===== config.mk =====
export PLATFORM = sky130hd
export DESIGN_NAME = decode_hazard_ctrl
export DESIGN_NICKNAME = d
export VERILOG_FILES = /design/src/rtl/decode_hazard_ctrl.sv
export SDC_FILE = /design/constraint.sdc
export NUM_CORES = 1
export LEC_CHECK = 0
export CAP_MARGIN = 20
export CORE_MARGIN = 8
export CORE_UTILIZATION = 45
export CTS_BUF_LIST = sky130_fd_sc_hd__clkbuf_2 sky130_fd_sc_hd__clkbuf_4 sky130_fd_sc_hd__clkbuf_8
export CTS_CLUSTER_SIZE = 14
export DETAILED_ROUTE_END_ITERATION = 6
export SLEW_MARGIN = 20
export SYNTH_ARGS = -nofsm -noshare
export SYNTH_HDL_FRONTEND = slang
export SYNTH_SLANG_ARGS = --single-unit

===== constraint.sdc =====
create_clock -name clk -period 4.8 [get_ports clk]
set_input_delay 0.72 -clock clk [delete_from_list [all_inputs] [get_ports clk]]
set_output_delay 0.72 -clock clk [all_outputs]
set_load 0.05 [all_outputs]

===== src/rtl/decode_hazard_ctrl.sv =====
// ---------------------------------------------------------------------------
// decode_hazard_ctrl
//
// Scoreboard-based hazard controller for the decode stage. One small counter
// per architectural register tracks how many issued writers have not yet
// reached writeback. Decode stalls while any source it reads is still pending.
// A redirect resolved in decode clears F/D and marks the next decode
// instruction as wrong-path (kill). That instruction is turned into a bubble
// and never touches the scoreboard.
//
// Optional feature macro: DECODE_HAZARD_WB_BYPASS_EN
//   When defined, a register whose only pending writer is being written back
//   in the current cycle counts as ready. The register file forwards that
//   write data to the same-cycle read.
//
// Ports:
//   clk, rst                 core clock, synchronous active-high reset
//   valid_D                  decode holds a real instruction
//   Rs1_D/Rs2_D, useRs*_D    source addresses and whether they are read
//   regWrite_D, Rd_D         decode instruction writes Rd_D
//   PCsrc_D                  redirect resolved in decode
//   regWrite_W, Rd_W         writeback port (same as register file)
//   extStall                 global freeze
//   stall_F, stall_D         hold PC and F/D register
//   flush_E                  load a bubble into D/E
//   flush_FD                 clear the F/D register
//   issue_D                  decode instruction advances this cycle
//   stallCount               hazard stall cycles since reset (wraps)
//   sbErr                    sticky scoreboard over/underflow
// ---------------------------------------------------------------------------
module decode_hazard_ctrl #(
   parameter int NREG         = 32,
   parameter int RA_W         = 5,
   parameter int MAX_INFLIGHT = 3
) (
   input  logic            clk,
   input  logic            rst,
   input  logic            valid_D,
   input  logic [RA_W-1:0] Rs1_D,
   input  logic [RA_W-1:0] Rs2_D,
   input  logic            useRs1_D,
   input  logic            useRs2_D,
   input  logic            regWrite_D,
   input  logic [RA_W-1:0] Rd_D,
   input  logic            PCsrc_D,
   input  logic            regWrite_W,
   input  logic [RA_W-1:0] Rd_W,
   input  logic            extStall,
   output logic            stall_F,
   output logic            stall_D,
   output logic            flush_E,
   output logic            flush_FD,
   output logic            issue_D,
   output logic [31:0]     stallCount,
   output logic            sbErr
);

   localparam int CW = $clog2(MAX_INFLIGHT + 1);

   typedef enum logic [1:0] {RUN, HAZ, REDIR} state_t;

   state_t          state_q, state_d;
   logic [CW-1:0]   cnt_q [NREG];
   logic [CW-1:0]   cnt_d [NREG];
   logic [NREG-1:0] incVec, decVec;
   logic [31:0]     stallCount_q;
   logic            sbErr_q, sbErrSet;
   logic            kill, pend1, pend2, hazard, issue;

   // The cycle after a redirect, decode holds a wrong-path instruction.
   assign kill = (state_q == REDIR);

   // A source is pending while any issued writer has not retired.
   // With the bypass, the last writer retiring this cycle forwards its
   // data through the register file, so the source counts as ready.
`ifdef DECODE_HAZARD_WB_BYPASS_EN
   assign pend1 = (cnt_q[Rs1_D] != '0) &
                  ~((cnt_q[Rs1_D] == CW'(1)) & regWrite_W & (Rd_W == Rs1_D));
   assign pend2 = (cnt_q[Rs2_D] != '0) &
                  ~((cnt_q[Rs2_D] == CW'(1)) & regWrite_W & (Rd_W == Rs2_D));
`else
   assign pend1 = (cnt_q[Rs1_D] != '0);
   assign pend2 = (cnt_q[Rs2_D] != '0);
`endif

   assign hazard = valid_D & ~kill &
                   ((useRs1_D & (Rs1_D != '0) & pend1) |
                    (useRs2_D & (Rs2_D != '0) & pend2));
   assign issue  = valid_D & ~kill & ~hazard & ~extStall;

   // Pipeline controls are forced quiet while reset is held.
   assign stall_F    = ~rst & (hazard | extStall);
   assign stall_D    = ~rst & (hazard | extStall);
   assign flush_E    = ~rst & (hazard | kill) & ~extStall;
   assign flush_FD   = ~rst & issue & PCsrc_D;
   assign issue_D    = ~rst & issue;
   assign stallCount = stallCount_q;
   assign sbErr      = sbErr_q;

   // Per-register increment/decrement requests; x0 is never tracked.
   always_comb begin
      incVec = '0;
      decVec = '0;
      for (int r = 1; r < NREG; r++) begin
         incVec[r] = issue & regWrite_D & (Rd_D == RA_W'(r));
         decVec[r] = regWrite_W & (Rd_W == RA_W'(r));
      end
   end

   // Scoreboard next state. A simultaneous issue and retire of the same
   // register cancel out. Overflow saturates and underflow is ignored;
   // both raise the sticky error.
   always_comb begin
      sbErrSet = 1'b0;
      for (int r = 0; r < NREG; r++) begin
         cnt_d[r] = cnt_q[r];
         case ({incVec[r], decVec[r]})
            2'b10: begin
               if (cnt_q[r] == CW'(MAX_INFLIGHT)) sbErrSet = 1'b1;
               else                               cnt_d[r] = cnt_q[r] + CW'(1);
            end
            2'b01: begin
               if (cnt_q[r] == '0) sbErrSet = 1'b1;
               else                cnt_d[r] = cnt_q[r] - CW'(1);
            end
            default: ;
         endcase
      end
   end

   // FSM next state. A redirecting issue wins from any state. REDIR lasts
   // one unfrozen cycle so exactly one wrong-path instruction is killed.
   always_comb begin
      state_d = state_q;
      case (state_q)
         RUN:     if (hazard & ~extStall) state_d = HAZ;
         HAZ:     if (~hazard)            state_d = RUN;
         REDIR:   if (~extStall)          state_d = RUN;
         default:                         state_d = RUN;
      endcase
      if (issue & PCsrc_D) state_d = REDIR;
   end

   // State, scoreboard, statistics and error flag registers.
   always_ff @(posedge clk) begin
      if (rst) begin
         state_q      <= RUN;
         stallCount_q <= '0;
         sbErr_q      <= 1'b0;
         for (int r = 0; r < NREG; r++) cnt_q[r] <= '0;
      end else begin
         state_q <= state_d;
         if (hazard & ~extStall) stallCount_q <= stallCount_q + 32'd1;
         if (sbErrSet)           sbErr_q      <= 1'b1;
         for (int r = 0; r < NREG; r++) cnt_q[r] <= cnt_d[r];
      end
   end

endmodule


==> results of run 1 <==
power breakdown:
part / internal [µW] / switching (µW) / total (µW)
registers: 807 / 4.37 / 812
clock network: 205 / 312 / 517
logic: 85.9 / 134 / 220
total: 1100 / 451 / 1550
worst reg2reg max path, cell delays in order (launching register included):
cell	delay, ps
dfxtp_1	360
nor2_1	380
o211ai_1	140
mux4_2	490
o2111ai_1	130
o211ai_2	170
or2_2	350
nor4b_4	410
buf_4	230
nand2_1	90
ha_1	260
nand2b_1	120
o22a_1	150
o22ai_1	120
nor4_1	440
a31oi_1	140
layout make-up:
cell class                      instances  area [µm²]
Fill cell                            1645        7461
Tap cell                              220       275.3
Inverter                               43       161.4
Sequential cell                        97        1942
Clock buffer                           10       137.6
Multi-Input combinational cell        861        5309
Timing Repair Buffer                  125        1139
Clock inverter                          6       41.29
registers in the layout (all words and copies together) (netlist names):
signal,count
stallCount,32
cnt_q,62
sbErr,1
state_q,2
cell families (layout without fill, tap and decap cells):
family | Yosys count | count (layout) | share of synthesized area, %
compound gates | 235 | 235 | 20.25
fa+ha+maj | 63 | 63 | 10.47
mux | 19 | 19 | 3.574
xor+xnor | 14 | 14 | 1.629
buf+inv | 71 | 184 | 3.757
flops | 97 | 97 | 25.80
simple gates | 530 | 530 | 34.51
worst paths after layout:
path | from | to
worst min register to register | state_q[1] | state_q[0]
worst min-delay path | state_q[1] | state_q[0]
worst max register to register | cnt_q[22][0] | sbErr
worst max-delay path | Rs1_D[0] | sbErr
layer usage:
metal,part of all wire (%),wire [µm]
met1,45,10620
met2,47,11090
met3,5.7,1326
met4,1.7,388
met5,0,0
cell usage in the layout, fill, tap and decap left out, drive strengths merged, types with 13 or more instances in the layout:
cell / n
a221oi: 15
nand3: 29
o22ai: 14
nand2b: 69
nor3: 25
ha: 63
o211ai: 14
or4: 14
nor2b: 31
o21ai: 41
a21oi: 79
clkdlybuf4s50: 60
dfxtp: 97
nor2: 209
buf: 65
inv: 44
mux2: 13
nor4: 21
nand2: 81
a22oi: 16
through the flow:
stage / TNS, ps / util, % / hold WS [ps]
2_1_floorplan: 0 / - / 398.4
5_1_grt: 0 / 54.69 / 489.7
6_report: 0 / 54.69 / 435.1
3_5_place_dp: -268.6 / 53.51 / 419.6
3_3_place_gp: -193.6 / 53.51 / 419.7
4_1_cts: 0 / 54.60 / 434.2
what timing repair did:
action                     4_1_cts  5_1_grt
gates resized for setup          0        2
setup buffers                    0        1
setup endpoints to repair        0        2
==> results.yml, run 1 <==
timing:
  rsz0062_at_grt: "no"
  final_max_slew_viol_count: 0
  period_share_pct: 94.32
  min_period_ps: 4528
  skew_ps: 14.36
  hold_violations: 0
  worstMarginPinSlew_ps: 1040
  slew_headroom_pct: 30.18
  setup_violations: 0
  fin_ws_ps: 272.5
  clock.fmax_mhz: 220.9
pwr:
  p_total_uw: 1549
  vdd_drop_max_mv: 0.1476
  p_leak_uw: 0.003219
  powerDensity_nw_per_um2: 172.0
global_routing:
  gr-usage-met2_pct: 36.68
  grt_util_met1_pct: 28.67
  antenna_found_initial: 0
  grt_pass1_vias: 7062
  grt_overflow: 0
  grt_max_degree: 63
  grtUsageTotal_pct: 21.91
  busiest_layer: "met2"
  grtUsageMet3_pct: 3.638
  grt_pass1_wl_mm: 37.91
clocking:
  postCtsHoldBufs: 0
  cts-buffers-inserted: 9
  cts_tree: "built"
  cts_buffer_depth: 2
  cts_sinks: 97
  clkSlewWorstSetupHoldPaths_ps: 100
  htreeDepth: 3
  clockRootBuffer: "clkbuf_8"
  insertion_delay_ps: 380
worst_setup_path:
  cpPeakStageDelay_ps: 510
  required_ps: 5040
  crit_path_frequent_cell: "buf_4"
  cp.depth: 17
  cp.arrival_ps: 4770
  crit_type: "in2reg"
  worst-r2r-cell-count: 15
  critical_path_buf_inv_count: 3
  worstPathCellList: "clkdlybuf4s50_1, buf_4, nor3_1, o21ai_0, mux4_2, o2111ai_1, o211ai_2, or2_2, nor4b_4, buf_4, nand2_1, ha_1, nand2b_1, o22a_1, o22ai_1, nor4_1, a31oi_1"
  slowest_stage: "clkdlybuf4s50_1"
  crit_fanout: 9
  endpoint_kind: "register"
  r2r_slack_ps: 670
  critPathLaunchType: "input pin"
  crit_family: "simple AND/OR/NAND/NOR gates"
drt:
  routed_wl_mm: 23.42
  wl_per_cell_um: 17.20
  first_iter_violations: 582
  ant_nets: 0
  vias: 7737
  drcViolationCount: 0
  first_pass_iters: 5
  viasPerCell: 5.681
cells_and_area:
  area_growth_pct: 19.65
  final_area_um2: 9005
  diodes: 0
  nets: 1229
  stdcell_count: 1362
  layout-drive-gt1-share_pct: 9.720
yosys:
  syn_nets: 1121
  ys_top_cells_by_count: "nor2_1, dfxtp_1, nand2_1"
  synth_most_common_cell: "nor2_1"
  synth_top_cell_by_area: "dfxtp_1"
  synth_edf_count: 0
  synth_cell_types: 62
  synth_area_leaders: "dfxtp_1, ha_1, nor2_1"
  mappedNetlistArea_um2: 7526
  ys_warn_count: 0
  async_flop_share_pct: 0
  synthFlopType: "dfxtp_1"
  ys_ff_latch: 97
  synth_seq_area_share_pct: 25.80
  avgSynthCellArea_um2: 7.314
  synth_cells: 1029
  synth.top_cell.area_share_pct: 25.80
floorplan:
  die_x_um: 145.3
  num_rows: 47
  die_h_um: 145.3
  start_util_pct: 45.71
  ios: 67
  dieArea_um2: 21120
  fp.coreArea_um2: 16470
min_path:
  hold_path.class: "reg2reg"
  min_path_cells: 1
placed_design:
  dp.cells: 1345
  placed_area_um2: 8811
  port_buffers: 66
  dp_hpwl_mm: 18.57
  gp_congestion: 0.9462
  pre_cts_ws_ps: -268.6
outcome:
  outcome: "complete, no violations"
job:
  drv_cap: 0
Power figures use the tool's default switching activity.
==> inputs of run 2 (changes only) <==
ABC_AREA = 1   (was default)
SLEW_MARGIN = default   (was 20)
clock period = 4.57 ns   (was 4.8 ns; I/O delays follow)
==> run 2 against run 1 <==
Compared with the run above:
- first-iteration DRC count is 3.6% lower
- combinational power hardly changed
- clock power is 23% higher
- synthesized area is 6.3% higher
- global-route usage is 0.31 points higher
- die area is 5.6% higher
- largest power group unchanged
- critical path type is now in2out
- critical endpoint is now flush_FD
==> results.yml, run 2 <==
clocking:
  cts_buffer_depth: 2
  cts_tree: "built"
  cts.repair.resized: 0
  insertion_delay_ps: 410
  htreeDepth: 3
  cts_setup_buffers: 0
  cts_sinks: 97
  cts-buffers-inserted: 9
  clockRootBuffer: "clkbuf_8"
  postCtsHoldBufs: 0
  clkSlewWorstSetupHoldPaths_ps: 100
job:
  drv_cap: 0
yosys:
  synth_cells: 1285
  ys_ff_latch: 97
  synth_seq_area_share_pct: 24.28
  synth_cell_types: 42
  async_flop_share_pct: 0
  synth_area_leaders: "dfxtp_1, nand2_1, ha_1"
  mappedNetlistArea_um2: 7999
  synth.top_cell.area_share_pct: 24.28
  synth_edf_count: 0
  ys_warn_count: 0
  synth_most_common_cell: "nand2_1"
  synthFlopType: "dfxtp_1"
  ys_top_cells_by_count: "nand2_1, inv_1, nor2_1"
  avgSynthCellArea_um2: 6.225
  syn_nets: 1377
  synth_top_cell_by_area: "dfxtp_1"
drt:
  drcViolationCount: 0
  ant_nets: 0
  first_iter_violations: 561
  routed_wl_mm: 24.54
  viasPerCell: 5.302
  wl_per_cell_um: 15.62
  first_pass_iters: 5
  vias: 8329
cells_and_area:
  final_area_um2: 9039
  final_common_cell: "nand2_1"
  area_growth_pct: 13.00
  largest_register_ffs: 62
  layout-drive-gt1-share_pct: 5.795
  regMostFlops: "cnt_q"
  diodes: 0
  layout_common_cells: "nand2_1, inv_1, nor2_1"
  nets: 1433
min_path:
  hold_path.class: "reg2reg"
timing:
  skew_ps: 19.19
  setup_violations: 0
  min_period_ps: 4126
  clock.fmax_mhz: 242.3
  final_max_slew_viol_count: 0
  period_share_pct: 90.29
  worstMarginPinSlew_ps: 593.3
  setup_tns_ps: 0
  slew_headroom_pct: 60.35
  hold_violations: 0
  rsz0062_at_grt: "no"
worst_setup_path:
  critPathLaunchType: "input pin"
  crit_fanout: 8
  required_ps: 3880
  crit_type: "in2out"
  endpoint_kind: "primary output"
  cp.arrival_ps: 3440
floorplan:
  ios: 67
  fp.coreArea_um2: 17360
  dieArea_um2: 22300
  die_x_um: 149.3
  die_h_um: 149.3
  start_util_pct: 46.09
  num_rows: 48
placed_design:
  port_buffers: 66
  dp_hpwl_mm: 19.42
  placed_area_um2: 8828
  gp_congestion: 0.9660
global_routing:
  grt_max_degree: 44
  grt_pass1_wl_mm: 39.34
  antenna_found_initial: 1
  grtUsageTotal_pct: 22.22
  grt_overflow: 0
  grt_pass1_vias: 7504
pwr:
  vdd_drop_max_mv: 0.1262
  p_leak_uw: 0.003897
  powerDensity_nw_per_um2: 190.0
outcome:
  outcome: "complete, no violations"
==> run 2: cell types whose count changed after synthesis, sizes merged, moves of 22 or more <==
cell / previous run / this run
nand2: 81 / 291
inv: 42 / 214
nand2b: 69 / 0
a21oi: 79 / 134
nand4: 8 / 41
nor2b: 31 / 0
nor2: 209 / 179
o21ai: 41 / 63
==> run 2: area by class of cell <==
class / count / area (µm²)
tap: 225 / 281.5
multi-input combinational: 945 / 5097
fill: 1818 / 8318
sequential: 97 / 1942
inverter: 215 / 807.0
clock buffer: 9 / 123.9
clock inverter: 7 / 86.33
timing repair buffer: 73 / 700.7
==> run 2: stage by stage <==
step / instances / hold WS, ps / total power (µW) / worst slack, ps / util, %
after CTS: 1571 / 458.2 / 1733 / 484.7 / 52.08
after global routing: 1571 / 502.4 / 1789 / 261.7 / 52.08
final: 1571 / 464.2 / 1718 / 443.5 / 52.08
after global placement: 1555 / 447.3 / 1096 / 346.1 / 50.87
after detailed placement: 1555 / 443.7 / 1096 / 342.5 / 50.87
after floorplan: 1285 / 422.9 / 1015 / 1127 / -
==> run 2: path summary, 6_finish.rpt <==
path,startpoint,end,slack [ps],cells past startpoint
worst max-delay path,Rs2_D[0],flush_FD,440,14
worst min-delay path,state_q[1],state_q[0],460,1
worst max register to register,cnt_q[21][0],sbErr,970,22
worst min register to register,state_q[1],state_q[0],460,1
==> run 2: power by group <==
group	switching, µW	internal [µW]	leakage (µW)
sequential	6.32	850	0.000782
clock	372	266	0.000104
combinational	157	66.5	0.00301
==> run 2: critical path: stages <==
cell	delay (ps)
clkdlybuf4s50_1	650
inv_2	90
nand2_1	140
inv_1	110
o21ai_0	120
nand3_1	110
nand3_1	100
nand3_2	100
nand3_4	100
nand3_1	110
inv_1	140
nand2_1	80
nor2_1	100
clkdlybuf4s50_1	810
==> run 2: logic make-up after synthesis <==
logic type,Yosys count,share of synthesized area (%)
simple gates,612,34.19
flops,97,24.28
fa+ha+maj,63,9.855
xor+xnor,28,3.066
buf+inv,243,12.00
compound gates,242,16.61
==> run 2: layer usage <==
layer,global-route usage [%],up-vias,share of wire [%]
li1,-,4279,-
met1,31.29,3757,48
met2,34.03,259,43
met3,3.095,32,6.5
met4,7.420,2,2.2
met5,0,-,0.053
==> inputs of run 3 (changes only) <==
CTS_BUF_LIST = default   (was sky130_fd_sc_hd__clkbuf_2 sky130_fd_sc_hd__clkbuf_4 sky130_fd_sc_hd__clkbuf_8)
SKIP_LAST_GASP = 1   (was default)
==> run 3 against run 2 <==
Compared with the run above:
- non-clock buffer count did not move
- first-iteration DRC count rose by 11%
- setup slack got worse by 14 ps
- sequential share of layout area fell by 0.24 points
- core utilization rose by 0.60 points
- routed wire length rose by 0.71%
- global-route usage rose by 0.15 points
- sequential cell count did not move
- cell count barely moved
- sequential power barely moved
==> results.yml, run 3 (same netlist as run 2, synthesis figures left out) <==
clocking:
  cts-buffers-inserted: 9
  insertion_delay_ps: 370
  cts.repair.resized: 0
  cts_tree: "built"
  postCtsHoldBufs: 0
  clockRootBuffer: "clkbuf_16"
  cts_buffer_depth: 2
  clkSlewWorstSetupHoldPaths_ps: 70
  cts_sinks: 97
  cts_setup_buffers: 0
  htreeDepth: 3
worst_setup_path:
  cpPeakStageDelay_ps: 810
  endpoint_kind: "primary output"
  required_ps: 3880
  critical_path_buf_inv_count: 5
  worstSetupStartpoint: "Rs2_D[0]"
  crit_type: "in2out"
  crit_family: "buffers and inverters"
  worstPathCellList: "clkdlybuf4s50_1, inv_2, nand2_1, inv_1, o21ai_0, nand3_1, nand3_1, nand3_2, nand3_4, nand3_1, inv_1, nand2_1, nor2_1, clkdlybuf4s50_1"
  crit_path_frequent_cell: "nand3_1"
  critPathLaunchType: "input pin"
  timing.rr.start: "cnt_q[21][0]"
  cp.arrival_ps: 3450
  crit_fanout: 8
  slowest_stage: "clkdlybuf4s50_1"
cells_and_area:
  area_growth_pct: 14.30
  nFillCells: 1806
  final_common_cell: "nand2_1"
  layout-drive-gt1-share_pct: 5.795
  layout_common_cells: "nand2_1, inv_1, nor2_1"
  final_util_pct: 52.67
  regMostFlops: "cnt_q"
  seq_area_um2: 1942
  multiInputGateArea_um2: 5097
  largest_register_ffs: 62
  nets: 1433
global_routing:
  grt_max_degree: 44
  grt_overflow: 0
  grt_pass1_wl_mm: 39.45
  antenna_found_initial: 2
  grtUsageTotal_pct: 22.37
  grt_pass1_vias: 7563
floorplan:
  start_util_pct: 46.09
  die_x_um: 149.3
  die_h_um: 149.3
  ios: 67
  dieArea_um2: 22300
  fp.coreArea_um2: 17360
  num_rows: 48
placed_design:
  port_buffers: 66
  gp_congestion: 0.9660
  dp_hpwl_mm: 19.42
pwr:
  p_clk_share_pct: 43.7
  swShare_pct: 29.41
  p_int_uw: 1354
  vdd_drop_max_mv: 0.1737
  powerDensity_nw_per_um2: 209.8
  switching_power_uw: 564.2
  p_total_uw: 1918
  p_comb_share_pct: 11.7
  seqPwrFrac_pct: 44.6
  p_leak_uw: 0.003943
timing:
  period_share_pct: 90.60
  min_period_ps: 4140
  worstMarginPinSlew_ps: 599.9
  setup_tns_ps: 0
  rsz0062_at_grt: "no"
  setup_violations: 0
  hold_violations: 0
  clock.fmax_mhz: 241.5
  skew_ps: 8.698
  slew_headroom_pct: 59.91
  final_max_slew_viol_count: 0
drt:
  routed_wl_mm: 24.72
  viasPerCell: 5.302
  first_pass_iters: 5
  ant_nets: 0
  vias: 8335
  wl_per_cell_um: 15.72
  drcViolationCount: 0
  first_iter_violations: 625
job:
  drv_cap: 0
min_path:
  hp-start: "state_q[1]"
  hold_path.class: "reg2reg"
outcome:
  outcome: "complete, no violations"
[run 3: changes by cell type in the layout (fill, tap and decap cells not counted), sizes merged]
cell   before  now
diode       0    1
[run 3: path summary, 6_finish.rpt]
path | end | slack, ps | depth (start not counted)
min reg2reg | state_q[0] | 460 | 1
max reg2reg | sbErr | 1000 | 22
max | flush_FD | 430 | 14
min | state_q[0] | 460 | 1
[run 3: through the flow]
stage	std cells	worst slack [ps]	area (µm²)	hold slack, ps
2_1_floorplan	1285	1127	7999	422.9
3_3_place_gp	1555	346.1	8828	447.3
3_5_place_dp	1555	342.5	8828	443.7
4_1_cts	1571	484.7	9140	453.7
5_1_grt	1572	262.1	9143	497.3
6_report	1572	429.5	9143	455.5
[run 3: area by class of cell]
cell class / instances / share of cell area (%)
Antenna cell: 1 / 0.02737
Clock buffer: 9 / 2.463
Clock inverter: 7 / 0.9443
Inverter: 215 / 8.827
Multi-Input combinational cell: 945 / 55.75
Sequential cell: 97 / 21.24
Tap cell: 225 / 3.079
Timing Repair Buffer: 73 / 7.664
[run 3: power by group through the flow]
stage	Clock, µW	Combinational (µW)	Sequential [µW]
after detailed placement	0	220	876
after global routing	888	244	857
after floorplan	0	137	878
final	839	224	856
after global placement	0	221	876
after CTS	847	221	856
[run 3: routing by layer]
metal | vias to the layer above | GRT usage, % | wire length [µm]
met1 | 3751 | 31.39 | 11860
met3 | 32 | 3.125 | 1775
li1 | 4271 | - | -
met4 | 0 | 8.380 | 592
met5 | - | 0 | 0
met2 | 281 | 33.98 | 10480
